===== src/rtl/line_buf_ctrl.sv =====
// rtl/line_buf_ctrl.sv - frame sequencer for a 3x3 line-buffer window generator
//
// Sequences one image frame through an external line_buf. The line_buf
// introduces WIN_LAT = LINE_LEN+3 cycles between a pixel entering and that
// pixel reaching the 3x3 window centre. This block accepts the frame, pads
// the line_buf for WIN_LAT-1 cycles so the last pixel reaches the centre,
// and reports the coordinates of every real pixel as it passes the centre.
//
// Optional feature macro: LINE_BUF_CTRL_BORDER_EN
//   defined   : border flags window centres on the frame edge
//   undefined : border is tied to 0 and no edge comparators exist
//
// Parameters
//   LINE_LEN   pixels per line (line_buf row depth)
//   NUM_LINES  lines per frame
//   CX_W/CY_W  widths of the cx/cy coordinate outputs
//
// Ports
//   clk        rising-edge clock
//   rst        asynchronous active-high reset
//   start      frame start request, honoured in IDLE only
//   in_valid   source offers a pixel this cycle
//   in_ready   pixel accepted into line_buf this cycle (decoded from state)
//   src_sel    line_buf input mux: 0 = source pixel, 1 = pad value (decoded)
//   busy       state is not IDLE
//   win_valid  window centre holds a real frame pixel
//   cx, cy     column/row of the window centre (0 when win_valid=0)
//   border     window centre lies on the frame edge
//   done       one-cycle end-of-frame pulse
//   err        one-cycle source-underrun pulse

module line_buf_ctrl #(
    parameter int LINE_LEN  = 640,
    parameter int NUM_LINES = 480,
    parameter int CX_W      = 10,
    parameter int CY_W      = 9
) (
    input  logic            clk,
    input  logic            rst,
    input  logic            start,
    input  logic            in_valid,
    output logic            in_ready,
    output logic            src_sel,
    output logic            busy,
    output logic            win_valid,
    output logic [CX_W-1:0] cx,
    output logic [CY_W-1:0] cy,
    output logic            border,
    output logic            done,
    output logic            err
);

    localparam int WIN_LAT   = LINE_LEN + 3;
    localparam int FRAME_PIX = LINE_LEN * NUM_LINES;
    // lat_cnt runs continuously through RUN and FLUSH; its final FLUSH value
    localparam int LAST_CNT  = FRAME_PIX + WIN_LAT - 2;
    localparam int CNT_W     = $clog2(LAST_CNT + 1);

    typedef enum logic [1:0] {
        IDLE  = 2'd0,
        RUN   = 2'd1,
        FLUSH = 2'd2,
        DONE  = 2'd3
    } state_t;

    state_t            state;
    state_t            state_nxt;
    logic [CNT_W-1:0]  lat_cnt;
    logic [CNT_W-1:0]  lat_cnt_nxt;
    logic              win_valid_nxt;
    logic              err_nxt;
    logic [CX_W-1:0]   cx_nxt;
    logic [CY_W-1:0]   cy_nxt;

    // The only two unregistered outputs: pure decodes of the state register
    assign in_ready = (state == RUN);
    assign src_sel  = (state != RUN);

    // Next-state and counter logic. In RUN and FLUSH, lat_cnt equals the
    // number of cycles spent since RUN was entered, which is also the index
    // of the pixel accepted in RUN.
    always_comb begin
        state_nxt   = state;
        lat_cnt_nxt = lat_cnt;
        err_nxt     = 1'b0;
        case (state)
            IDLE: begin
                lat_cnt_nxt = '0;
                if (start) begin
                    state_nxt = RUN;
                end
            end
            RUN: begin
                if (!in_valid) begin
                    // Underrun aborts the frame; the partial frame is dropped
                    state_nxt   = IDLE;
                    err_nxt     = 1'b1;
                    lat_cnt_nxt = '0;
                end else begin
                    lat_cnt_nxt = lat_cnt + 1'b1;
                    if (lat_cnt == CNT_W'(FRAME_PIX - 1)) begin
                        state_nxt = FLUSH;
                    end
                end
            end
            FLUSH: begin
                if (lat_cnt == CNT_W'(LAST_CNT)) begin
                    state_nxt   = DONE;
                    lat_cnt_nxt = '0;
                end else begin
                    lat_cnt_nxt = lat_cnt + 1'b1;
                end
            end
            DONE: begin
                state_nxt   = IDLE;
                lat_cnt_nxt = '0;
            end
            default: begin
                state_nxt   = IDLE;
                lat_cnt_nxt = '0;
            end
        endcase
    end

    // Pixel 0 reaches the centre WIN_LAT cycles after it was accepted, so the
    // window becomes valid once lat_cnt reaches WIN_LAT-1 and stays valid
    // (pixels are contiguous) until the DONE cycle, the last valid cycle.
    always_comb begin
        win_valid_nxt = 1'b0;
        if (((state == RUN) && in_valid) || (state == FLUSH)) begin
            win_valid_nxt = (lat_cnt >= CNT_W'(WIN_LAT - 1));
        end
    end

    // Centre coordinates: restart at (0,0) on the first valid cycle, advance
    // in raster order afterwards, and read 0 whenever the window is invalid.
    always_comb begin
        cx_nxt = '0;
        cy_nxt = '0;
        if (win_valid_nxt && win_valid) begin
            if (cx == CX_W'(LINE_LEN - 1)) begin
                cx_nxt = '0;
                cy_nxt = (cy == CY_W'(NUM_LINES - 1)) ? cy : cy + 1'b1;
            end else begin
                cx_nxt = cx + 1'b1;
                cy_nxt = cy;
            end
        end
    end

    always_ff @(posedge clk or posedge rst) begin
        if (rst) begin
            state     <= IDLE;
            lat_cnt   <= '0;
            busy      <= 1'b0;
            win_valid <= 1'b0;
            cx        <= '0;
            cy        <= '0;
            done      <= 1'b0;
            err       <= 1'b0;
        end else begin
            state     <= state_nxt;
            lat_cnt   <= lat_cnt_nxt;
            busy      <= (state_nxt != IDLE);
            win_valid <= win_valid_nxt;
            cx        <= cx_nxt;
            cy        <= cy_nxt;
            done      <= (state_nxt == DONE);
            err       <= err_nxt;
        end
    end

`ifdef LINE_BUF_CTRL_BORDER_EN
    logic border_nxt;

    // Evaluated on the next coordinates so border lines up with cx/cy
    always_comb begin
        border_nxt = 1'b0;
        if (win_valid_nxt) begin
            border_nxt = (cx_nxt == '0) ||
                         (cx_nxt == CX_W'(LINE_LEN - 1)) ||
                         (cy_nxt == '0) ||
                         (cy_nxt == CY_W'(NUM_LINES - 1));
        end
    end

    always_ff @(posedge clk or posedge rst) begin
        if (rst) begin
            border <= 1'b0;
        end else begin
            border <= border_nxt;
        end
    end
`else
    assign border = 1'b0;
`endif

endmodule


===== config.mk =====
export PLATFORM = sky130hd
export DESIGN_NAME = line_buf_ctrl
export DESIGN_NICKNAME = d
export VERILOG_FILES = /design/src/rtl/line_buf_ctrl.sv
export SDC_FILE = /design/constraint.sdc
export NUM_CORES = 1
export LEC_CHECK = 0
export BUFFER_PORTS_ARGS = -buffer_cell sky130_fd_sc_hd__buf_2
export CAP_MARGIN = 15
export CORE_AREA = 2 2 69 71
export CTS_BUF_LIST = sky130_fd_sc_hd__clkbuf_2
export DETAILED_ROUTE_END_ITERATION = 6
export DIE_AREA = 0 0 71 73
export GPL_TIMING_DRIVEN = 0
export PLACE_DENSITY_LB_ADDON = 0.15
export SETUP_SLACK_MARGIN = 0.15
export SYNTH_ARGS = -nofsm -noshare
export SYNTH_HDL_FRONTEND = slang
export SYNTH_SLANG_ARGS = --single-unit

===== constraint.sdc =====
create_clock -name clk -period 1.6 [get_ports clk]
set_input_delay 0.24 -clock clk [delete_from_list [all_inputs] [get_ports clk]]
set_output_delay 0.24 -clock clk [all_outputs]
set_load 0.005 [all_outputs]

* Word-level counts from Yosys, hierarchy flattened
Index checks and enable logic that the tools add are counted.
** Storage, ports and cells
- Logic and storage cells :: 46
- Input bits :: 4
- Register bits :: 44
- Output and inout bits :: 26
** Cells by class
- Multiplexer cells :: 16
- $lt $le $gt $ge :: 1
- Add/sub/neg operators :: 3
- Reduce and logical (&&, ||, !) cells :: 7
- Equal/unequal tests :: 11
** Operators with widths (number)
- $pmux 19 s3 :: 1
- $eq 19x19->1 const B :: 2
- $mux 19 :: 2
- $mux 9 :: 3
- $mux 10 :: 2
- $add 19x1->19 const B :: 1
- $ge 19x10->1 const B :: 1
- $add 10x1->10 const B :: 1
- $eq 10x10->1 const B :: 1
- $add 9x1->9 const B :: 1
- $eq 9x9->1 const B :: 1
- $mux 2 :: 4
- $pmux 2 s4 :: 1
- $eq 2x2->1 const B :: 3
- $ne 2x1->1 const B :: 2
- $mux 1 :: 3
- $eq 2x1->1 const B :: 1
- $logic_and 1x1->1 :: 2
- $logic_not 2->1 :: 1
- $ne 2x2->1 const B :: 1
- $reduce_and 2->1 :: 1
- $reduce_bool 2->1 :: 1
- $reduce_or 2->1 :: 1
- $logic_or 1x1->1 :: 1

* Depth between registers and ports, before layout
Gate-level depths: netlist (run 1).
- Depth in word-level cells :: 7
- Depth in mapped cells :: 7
- Mapped depth without buffers :: 6

* Worst setup path after synthesis (run 1)
No wires, ideal clock.
- Kind :: register to register
- From :: reg cx[0]
- To :: reg cy[3]
- Buffers on the path :: 1
- Data arrival time :: 1.742 ns
- Stages on the path, launching flop included :: 7
- Clock period less this slack :: 1.819 ns
- Setup slack :: -0.219 ns
- Required time :: 1.523 ns
- Setup time :: 0.077 ns
- Cells stage by stage :: dfrtp_1 -> ha_1 -> and4_1 -> nand3_1 -> clkbuf_1 -> or4_1 -> a21oi_1
** On the way
- Cells in the longest elaborated chain, start to end :: 3
** Ends and longest elaborated chain
- start, declared :: line 46 : output logic [CX_W-1:0] cx,
- start signal, assigned :: line 166 : cx <= cx_nxt;
- $eq 10x10->1 :: line 141 : if (cx == CX_W'(LINE_LEN - 1)) begin
- $ne 2x1->1 (no line)
- $reduce_and 2->1 (no line)
- end signal, assigned :: line 167 : cy <= cy_nxt;
- end, declared :: line 47 : output logic [CY_W-1:0] cy,
Every way passes these cells.
A chain may end at the register's enable or synchronous reset.

* Worst setup path in the final report (run 1)
- From :: reg lat_cnt[2]
- To :: reg lat_cnt[0]
** On the way
- Cells in the longest elaborated chain, start to end :: 3
** Ends and longest elaborated chain
- start, declared :: line 68 : logic [CNT_W-1:0] lat_cnt;
- start signal, assigned :: line 163 : lat_cnt <= lat_cnt_nxt;
- $eq 19x19->1 :: line 107 : if (lat_cnt == CNT_W'(LAST_CNT)) begin
- $mux 19 :: line 107
- $pmux 19 s3 :: line 86 : case (state)
- via lat_cnt_nxt[0] :: line 69 : logic [CNT_W-1:0] lat_cnt_nxt;
The timed path passes the listed nets, and every way through them passes these cells.

==> results of run 1 <==
## registers in the layout (all words and copies together), names as in the netlist
signal,cells
err,1
done,1
state,2
busy,1
win_valid,1
lat_cnt,19
cx,10
cy,9
## repair_timing
| item | 4_1_cts | 5_1_grt |
|---|---|---|
| hold buffers | 2 | 0 |
| hold endpoints to repair | 13 | 0 |
| pin swaps | 20 | 23 |
| gates resized for setup | 55 | 50 |
| endpoints found under the setup margin | 42 | 44 |
| gates cloned | 4 | 0 |
| buffers inserted | 31 | 14 |
## synth_stat cells (4+ instances only)
library cell	instances
dfrtp_1	44
a21oi_1	24
nand2_1	14
nand3_1	12
o21ai_0	12
inv_1	11
xor2_1	11
nor3_1	9
or3_1	9
xnor2_1	9
nand4_1	8
nor2_1	8
a22oi_1	5
and3_1	5
ha_1	5
nor4_1	5
clkbuf_1	4
nor3b_1	4
or4_1	4
## path summary, 6_finish.rpt
check                           startpoint          to  slack, ns  cells after the start
worst max-delay path            lat_cnt[2]  lat_cnt[0]      -0.18                      6
worst min-delay path                 start        busy       0.07                      3
worst max register to register  lat_cnt[2]  lat_cnt[0]      -0.18                      6
worst min register to register    state[0]        busy       0.57                      1
max in group asynchronous              rst  lat_cnt[9]       0.83                      4
min in group asynchronous              rst       cy[3]       0.27                      3
## critical path: stages, from the launching register on
cell     delay (ns)
dfrtp_1        0.42
buf_6          0.13
nor4_4         0.32
nand2_2        0.14
o31ai_4        0.39
buf_6          0.18
a21oi_1        0.08
## stage by stage
stage / area (µm²) / setup WS, ns / TNS (ns) / utilization [%]
floorplan: 2420 / -0.112 / -0.728 / -
global placement: 2630 / -0.406 / -18.15 / 58.0
detailed placement: 2650 / -0.245 / -6.83 / 58.4
CTS: 3240 / -0.157 / -4.06 / 71.4
global route: 3540 / -0.306 / -7.85 / 78.0
finish: 3540 / -0.182 / -4.84 / 78.0
## logic make-up (layout without fill, tap and decap cells)
logic type / count (synthesis) / in the layout
DFF: 44 / 44
xor gates and xnor gates: 20 / 20
buffers and inverters: 20 / 108
adders and majority gates: 5 / 5
AOI/OAI and AO/OA: 50 / 50
and+or+nand+nor: 97 / 97
other: 1 / 1
## routing by layer
layer	wire length [µm]	GRT usage (%)	share of wire [%]	vias to the layer above
li1	-	-	-	1042
met1	2450	27.6	39	1079
met2	3440	40.2	55	54
met3	206	4.28	3.3	17
met4	201	9.85	3.2	0
met5	0	0	0	-
## report_power, final
group          total [mW]  switching, mW  internal (mW)
logic               0.181          0.105         0.0759
registers            1.14         0.0154           1.13
clock network       0.630          0.361          0.269
## cell type report
cell class | count | area (µm²) | area share (%)
plain buffers | 9 | 81.3 | 2.30
clock buffers | 6 | 30.0 | 0.849
clock inverters | 2 | 35.0 | 0.990
inverters | 11 | 43.8 | 1.24
multi-input cells | 173 | 1520 | 43.0
flip-flops and latches | 44 | 1110 | 31.5
well taps | 54 | 67.6 | 1.91
repair buffers | 80 | 644 | 18.2
==> results.py, run 1 <==
metrics = {
    "outcome": {
        "run_status": "finished with violations",
        "failed_checks": "negative setup slack",
    },
    "sta": {
        "holdWs_ns": 0.0748,
        "min_period_over_period_pct": 111,
        "fin_crit_ns": 1.78,
        "worst_pin_slew_ns": 0.694,
        "slew_viol_final": 0,
        "finClkSkew_ns": 0.0241,
        "setup_ws_ns": -0.182,
        "rsz0062_at_grt": "true",
        "fmax_mhz": 561,
        "setup_viol": 39,
        "finalHoldViolations": 0,
        "slew_headroom_pct": 53.8,
    },
    "floorplanning": {
        "fp.dieH_um": 73,
        "core_area_um2": 4540,
        "dieArea_um2": 5180,
        "fp.dieW_um": 71,
        "ios": 30,
        "initial_core_util_pct": 51.1,
        "row_count": 25,
    },
    "routing": {
        "wl_per_cell_um": 16.6,
        "num_vias": 2192,
        "ant_nets": 0,
        "drc": 0,
        "wl_um": 6290,
        "first_pass_iters": 4,
        "drt_iter0_markers": 67,
        "vias_per_cell": 5.78,
    },
    "yosys": {
        "yosysTopAreaCell": "dfrtp_1",
        "synth_compound_area_share_pct": 13.2,
        "synth_top_cell_area_share_pct": 47.5,
        "synth_nets": 246,
        "ys_ff_latch": 44,
        "synthFlopType": "dfrtp_1",
        "avgSynthCellArea_um2": 9.79,
        "synth_xor_xnor_area_share_pct": 7.55,
        "synth.yosys.seq_area_share_pct": 47.5,
        "synth_area_leaders": "dfrtp_1 (47%), a21oi_1 (5.2%), xor2_1 (4.2%)",
        "async_flop_share_pct": 100,
        "synth_mux_area_share_pct": 0,
        "synth-adder-area-share_pct": 2.70,
        "synthCells": 237,
        "ys_warn_count": 0,
        "synth_top_family_by_area": "simple AND/OR/NAND/NOR gates",
        "synth_edf_count": 0,
        "synth-simple-area-share_pct": 25.3,
        "synth_area_um2": 2320,
        "ys_types": 41,
    },
    "grt": {
        "grt_pass1_wl_um": 9380,
        "antenna_found_initial": 0,
        "grt_pass1_vias": 2059,
        "grt_max_degree": 33,
        "grt_use_total_pct": 22.9,
        "grt_overflow": 0,
    },
    "critical_path": {
        "cp_data_arrival_time_ns": 2.05,
        "worstSetupPathType": "flip-flop to flip-flop",
        "crit_fanout": 5,
        "end_kind": "flip-flop",
        "worstSetupStartpointType": "flip-flop",
        "required_ns": 1.87,
    },
    "pwr": {
        "p_leak_nw": 1.50,
        "power_per_cell_area_nw_per_um2": 553,
        "vdd_ir_drop_max_uv": 381,
        "power_mw": 1.96,
    },
    "clocking": {
        "cts_buffer_depth": 2,
        "cts_tree": "built",
        "htreeDepth": 2,
        "cts_made_buffers": 5,
        "clock-sinks": 44,
        "clk_latency_ns": 0.41,
        "clk_pin_slew_ns": 0.21,
        "clock-root-buffer": "clkbuf_2",
    },
    "layout": {
        "final_cell_mix": "dfrtp_1 (34), buf_4 (30), buf_2 (29), buf_6 (19), a21oi_2 (17)",
        "fill_cells": 268,
        "drive_gt1_share_pct": 54.2,
        "final_cells": 379,
        "final_nets": 333,
        "antennaDiodeCount": 0,
        "area_growth_pct": 52.5,
        "layout_commonest_cell": "dfrtp_1",
    },
    "place": {
        "dp_hpwl_um": 3300,
        "io_buffers": 28,
        "placedCellCount": 320,
        "gp_congestion": 0.830,
    },
    "flow_run": {
        "drv_cap": 0,
    },
    "hold_path": {
        "hold_path.class": "input port to flip-flop",
    },
}
(Power assumes the default switching activity.)
==> run 2: changes to the inputs <==
--- a/config.mk
+++ b/config.mk
@@ -5,12 +5,12 @@
 export SDC_FILE = /design/constraint.sdc
 export NUM_CORES = 1
 export LEC_CHECK = 0
-export BUFFER_PORTS_ARGS = -buffer_cell sky130_fd_sc_hd__buf_2
 export CAP_MARGIN = 15
-export CORE_AREA = 2 2 69 71
+export CORE_AREA = 2 2 66 68
 export CTS_BUF_LIST = sky130_fd_sc_hd__clkbuf_2
 export DETAILED_ROUTE_END_ITERATION = 6
-export DIE_AREA = 0 0 71 73
+export DIE_AREA = 0 0 68 70
+export DONT_BUFFER_PORTS = 1
 export GPL_TIMING_DRIVEN = 0
 export PLACE_DENSITY_LB_ADDON = 0.15
 export SETUP_SLACK_MARGIN = 0.15
==> results.py, run 2 (synthesized netlist as in run 1, its figures left out) <==
metrics = {
    "sta": {
        "setup_tns_ns": -4.03,
        "fmax_mhz": 555,
        "slew_headroom_pct": 38.1,
        "finClkSkew_ns": 0.0257,
        "finalHoldViolations": 0,
        "fin_crit_ns": 1.80,
        "holdWs_ns": 0.193,
        "setup_viol": 40,
        "slew_viol_final": 0,
        "worst_pin_slew_ns": 0.927,
        "rsz0062_at_grt": "true",
        "setup_ws_ns": -0.202,
        "min_period_over_period_pct": 113,
    },
    "pwr": {
        "vdd_ir_drop_max_uv": 756,
        "power_per_cell_area_nw_per_um2": 594,
        "p_leak_nw": 1.28,
        "power_mw": 1.95,
    },
    "layout": {
        "layout_commonest_cell": "dfrtp_1",
        "antennaDiodeCount": 0,
        "area_growth_pct": 41.4,
        "fill_cells": 257,
        "final_nets": 296,
        "drive_gt1_share_pct": 48.6,
        "max_flop_register": "lat_cnt",
        "largest_reg_flops": 19,
        "utilization_pct": 79.2,
        "reg_top3": "lat_cnt: 19 flops, cx: 10 flops, cy: 9 flops",
        "final_cell_mix": "dfrtp_1 (32), buf_4 (26), buf_6 (18), a21oi_2 (18)",
    },
    "clocking": {
        "cts_tree": "built",
        "clk_latency_ns": 0.42,
        "cts_buffer_depth": 2,
        "cts_made_buffers": 5,
        "htreeDepth": 2,
        "clock-sinks": 44,
        "clk_pin_slew_ns": 0.24,
        "clock-root-buffer": "clkbuf_2",
    },
    "routing": {
        "wl_um": 5960,
        "wl_per_cell_um": 17.5,
        "first_pass_iters": 4,
        "drt_iter0_markers": 111,
        "num_vias": 2078,
        "drc": 0,
        "ant_nets": 0,
        "vias_per_cell": 6.11,
    },
    "critical_path": {
        "end_kind": "flip-flop",
        "rrSetupSlack_ns": -0.20,
        "reg2reg_depth": 6,
        "crit_fanout": 5,
        "rr_endpoint": "cy[2]",
        "required_ns": 1.98,
        "slowest_delay_ns": 0.48,
        "cp_data_arrival_time_ns": 2.18,
        "r2r_start": "cx[0]",
        "crit_slowest_cell": "or4_4",
        "worstSetupStartpointType": "flip-flop",
        "crit_chain": "ha_2 > and4_4 > nand3_4 > buf_8 > or4_4 > a21oi_2",
        "worstSetupPathType": "flip-flop to flip-flop",
    },
    "floorplanning": {
        "fp.dieW_um": 68,
        "core_area_um2": 4140,
        "initial_core_util_pct": 56.0,
        "row_count": 24,
        "dieArea_um2": 4760,
        "fp.dieH_um": 70,
        "ios": 30,
    },
    "hold_path": {
        "min_to": "state[0]",
        "hold_path.class": "input port to flip-flop",
        "hold_start": "start",
        "holdPathStages": 2,
    },
    "grt": {
        "grt_max_degree": 45,
        "grt_overflow": 0,
        "grt_pass1_vias": 1910,
        "antenna_found_initial": 0,
        "grt_use_total_pct": 24.2,
        "grt_pass1_wl_um": 8710,
    },
    "flow_run": {
        "drv_cap": 0,
    },
    "place": {
        "dp_hpwl_um": 3220,
        "pre_cts_ws_ns": -0.256,
        "io_buffers": 0,
        "gp_congestion": 0.800,
    },
    "outcome": {
        "failed_checks": "negative setup slack",
        "run_status": "finished with violations",
    },
}
run 2: changes by cell type in the layout (fill, tap and decap cells not counted), moves of 2 or more:
cell	before	now
o31ai_1	2	0
dfrtp_1	34	32
buf_12	2	0
buf_4	30	26
o31ai_2	1	3
buf_2	29	0
dfrtp_2	10	12
run 2: routing by layer:
metal | GRT usage [%] | vias to the layer above | routed length, µm
met3 | 5.15 | 14 | 228
met5 | 0 | - | 0
met1 | 29.7 | 1042 | 2520
met4 | 8.22 | 0 | 150
met2 | 41.1 | 57 | 3070
li1 | - | 965 | -
run 2: repair_timing:
| item | CTS | global route |
|---|---|---|
| buffers inserted | 25 | 12 |
| pin swaps | 35 | 17 |
| endpoints found under the hold margin | 46 | 0 |
| gates resized for setup | 69 | 37 |
| gates cloned | 3 | 0 |
| hold buffers | 3 | 0 |
| endpoints found under the setup margin | 40 | 42 |
run 2: worst max-delay path by stage:
stage | startpoint | to | slack, ns | depth (start not counted)
global placement | rst | lat_cnt[6] | -0.25 | 1
floorplan | cx[0] | cy[2] | -0.11 | 6
CTS | cx[0] | cy[2] | -0.23 | 6
detailed placement | lat_cnt[8] | lat_cnt[10] | -0.26 | 5
finish | cx[0] | cy[2] | -0.20 | 6
global route | cx[0] | cy[7] | -0.30 | 6
run 2: where the power goes:
part           switching (mW)  internal (mW)
Combinational          0.0993         0.0603
Clock                   0.377          0.269
Sequential             0.0155           1.13
Total                   0.492           1.46
run 2: layout make-up:
class	count	area [µm²]	share of cell area, %
inverters	11	46.3	1.41
plain buffers	9	86.3	2.63
repair buffers	43	387	11.8
multi-input cells	173	1520	46.2
clock inverters	2	35.0	1.07
clock buffers	6	30.0	0.915
well taps	52	65.1	1.98
flip-flops and latches	44	1120	34.0
run 2: through the flow:
| step | instances | cell area, µm² |
|---|---|---|
| after floorplan | 237 | 2420 |
| after global placement | 289 | 2490 |
| after detailed placement | 289 | 2490 |
| after CTS | 328 | 3050 |
| after global routing | 340 | 3280 |
| final | 340 | 3280 |
run 2: critical path, delay by kind of cell, from the launching register on:
kind	cells	cell delay, ns
AO/OA/AOI/OAI	1	0.13
adder cells (fa/ha/maj)	1	0.21
buffers and inverters	1	0.14
flip-flops	1	0.47
AND/OR/NAND/NOR	3	0.81
==> run 3: changes to the inputs <==
==> constraint.sdc (replaced) <==
create_clock -name clk -period 1.6 [get_ports clk]
set_input_delay 0.16 -clock clk [delete_from_list [all_inputs] [get_ports clk]]
set_output_delay 0.16 -clock clk [all_outputs]
set_load 0.005 [all_outputs]
==> results.py, run 3 (synthesized netlist as in run 1, its figures left out) <==
metrics = {
    "sta": {
        "finalHoldViolations": 0,
        "rsz0062_at_grt": "true",
        "fmax_mhz": 555,
        "setup_tns_ns": -3.98,
        "worst_pin_slew_ns": 0.921,
        "holdWs_ns": 0.102,
        "slew_viol_final": 0,
        "finClkSkew_ns": 0.0267,
        "fin_crit_ns": 1.80,
        "min_period_over_period_pct": 113,
        "setup_ws_ns": -0.203,
        "slew_headroom_pct": 38.5,
        "setup_viol": 40,
    },
    "place": {
        "gp_congestion": 0.800,
        "placed_cell_area_um2": 2490,
        "dp_hpwl_um": 3220,
        "io_buffers": 0,
        "placedCellCount": 289,
        "pre_cts_ws_ns": -0.256,
    },
    "grt": {
        "grt_overflow": 0,
        "grt_pass1_vias": 1910,
        "grt_pass1_wl_um": 8710,
        "grt_max_degree": 45,
        "antenna_found_initial": 0,
        "grt_use_met3_pct": 5.15,
        "gr-max-usage-layer": "met2",
        "grt.met2_usage_pct": 41.1,
        "grt_use_total_pct": 24.2,
        "grt_use_met1_pct": 29.7,
    },
    "routing": {
        "ant_nets": 0,
        "drt_iter0_markers": 112,
        "wl_per_cell_um": 17.6,
        "drc": 0,
        "num_vias": 2076,
        "vias_per_cell": 6.11,
        "first_pass_iters": 4,
        "wl_um": 5970,
    },
    "hold_path": {
        "hold_path.class": "input port to flip-flop",
        "holdPathStages": 2,
    },
    "layout": {
        "layout_commonest_cell": "dfrtp_1",
        "final_cells": 340,
        "antennaDiodeCount": 0,
        "fill_cells": 257,
        "final_cell_mix": "dfrtp_1 (32), buf_4 (26), buf_6 (18), a21oi_2 (18)",
        "final_nets": 296,
        "drive_gt1_share_pct": 48.3,
        "area_growth_pct": 41.1,
        "reg_top3": "lat_cnt: 19 flops, cx: 10 flops, cy: 9 flops",
        "largest_reg_flops": 19,
        "max_flop_register": "lat_cnt",
        "finalInstanceArea_um2": 3270,
    },
    "floorplanning": {
        "fp.dieH_um": 70,
        "row_count": 24,
        "core_area_um2": 4140,
        "ios": 30,
        "fp.dieW_um": 68,
        "initial_core_util_pct": 56.0,
        "dieArea_um2": 4760,
    },
    "critical_path": {
        "cp_data_arrival_time_ns": 2.17,
        "worstSetupPathType": "flip-flop to flip-flop",
        "required_ns": 1.97,
        "end_kind": "flip-flop",
        "rrSetupSlack_ns": -0.20,
        "reg2reg_depth": 6,
        "crit_fanout": 5,
        "worstSetupStartpointType": "flip-flop",
    },
    "pwr": {
        "vdd_ir_drop_max_uv": 756,
        "pwr-share-comb_pct": 8.1,
        "p_clk_share_pct": 33.3,
        "seqPwrFrac_pct": 58.7,
        "power_per_cell_area_nw_per_um2": 595,
        "p_leak_nw": 1.28,
        "p_switching_uw": 491,
        "p_sw_share_pct": 25.2,
        "p_int_mw": 1.46,
    },
    "clocking": {
        "clock-root-buffer": "clkbuf_2",
        "clk_latency_ns": 0.42,
        "cts_made_buffers": 5,
        "cts_tree": "built",
        "cts_buffer_depth": 2,
        "clock-sinks": 44,
        "clk_pin_slew_ns": 0.24,
        "htreeDepth": 2,
    },
    "outcome": {
        "failed_checks": "negative setup slack",
        "run_status": "finished with violations",
    },
    "flow_run": {
        "drv_cap": 0,
    },
}
run 3: layout make-up:
class | count | area [µm²] | share of cell area [%]
multi-input combinational | 173 | 1510 | 46.1
clock inverter | 2 | 35.0 | 1.07
inverter | 11 | 46.3 | 1.41
buffer | 9 | 86.3 | 2.64
clock buffer | 6 | 30.0 | 0.917
sequential | 44 | 1120 | 34.1
tap | 52 | 65.1 | 1.99
timing repair buffer | 43 | 387 | 11.8
run 3: worst max-delay path, cell delays in order, from the launching register on:
cell and delay [ns]:
dfrtp_1 0.47, ha_2 0.21, and4_4 0.26, buf_4 0.13, nand4_1 0.18, or3_1 0.35, a21oi_1 0.16
run 3: worst paths after layout:
kind | start | end
setup reg to reg | cx[0] | cy[6]
min in group asynchronous | rst | lat_cnt[5]
max in group asynchronous | rst | lat_cnt[7]
setup / recovery | cx[0] | cy[6]
hold / removal | start | state[0]
hold reg to reg | cx[0] | cx[0]
run 3: per-layer routing:
layer	routed length, µm	vias up
met5	0	-
met4	150	0
met3	254	14
met2	3080	62
met1	2490	1037
li1	-	963
run 3: timing repair:
item                                    CTS  global route
endpoints found under the hold margin    46             0
pin swaps                                35            17
cloned                                    3             0
gates resized for setup                  69            36
endpoints found under the setup margin   40            41
hold buffers                              3             0
setup buffers                            25            12
run 3: power groups by stage:
stage | Combinational (mW) | Clock, mW | Sequential, mW
after floorplan | 0.0694 | 0 | 1.16
after global placement | 0.0869 | 0 | 1.16
after detailed placement | 0.0883 | 0 | 1.17
after CTS | 0.144 | 0.646 | 1.14
after global routing | 0.172 | 0.700 | 1.15
final | 0.157 | 0.648 | 1.14
run 3: metrics by stage:
step / power, mW / utilization [%]
floorplan: 1.23 / -
global placement: 1.25 / 60.0
detailed placement: 1.25 / 60.0
CTS: 1.93 / 73.7
global route: 2.02 / 79.0
finish: 1.95 / 79.0
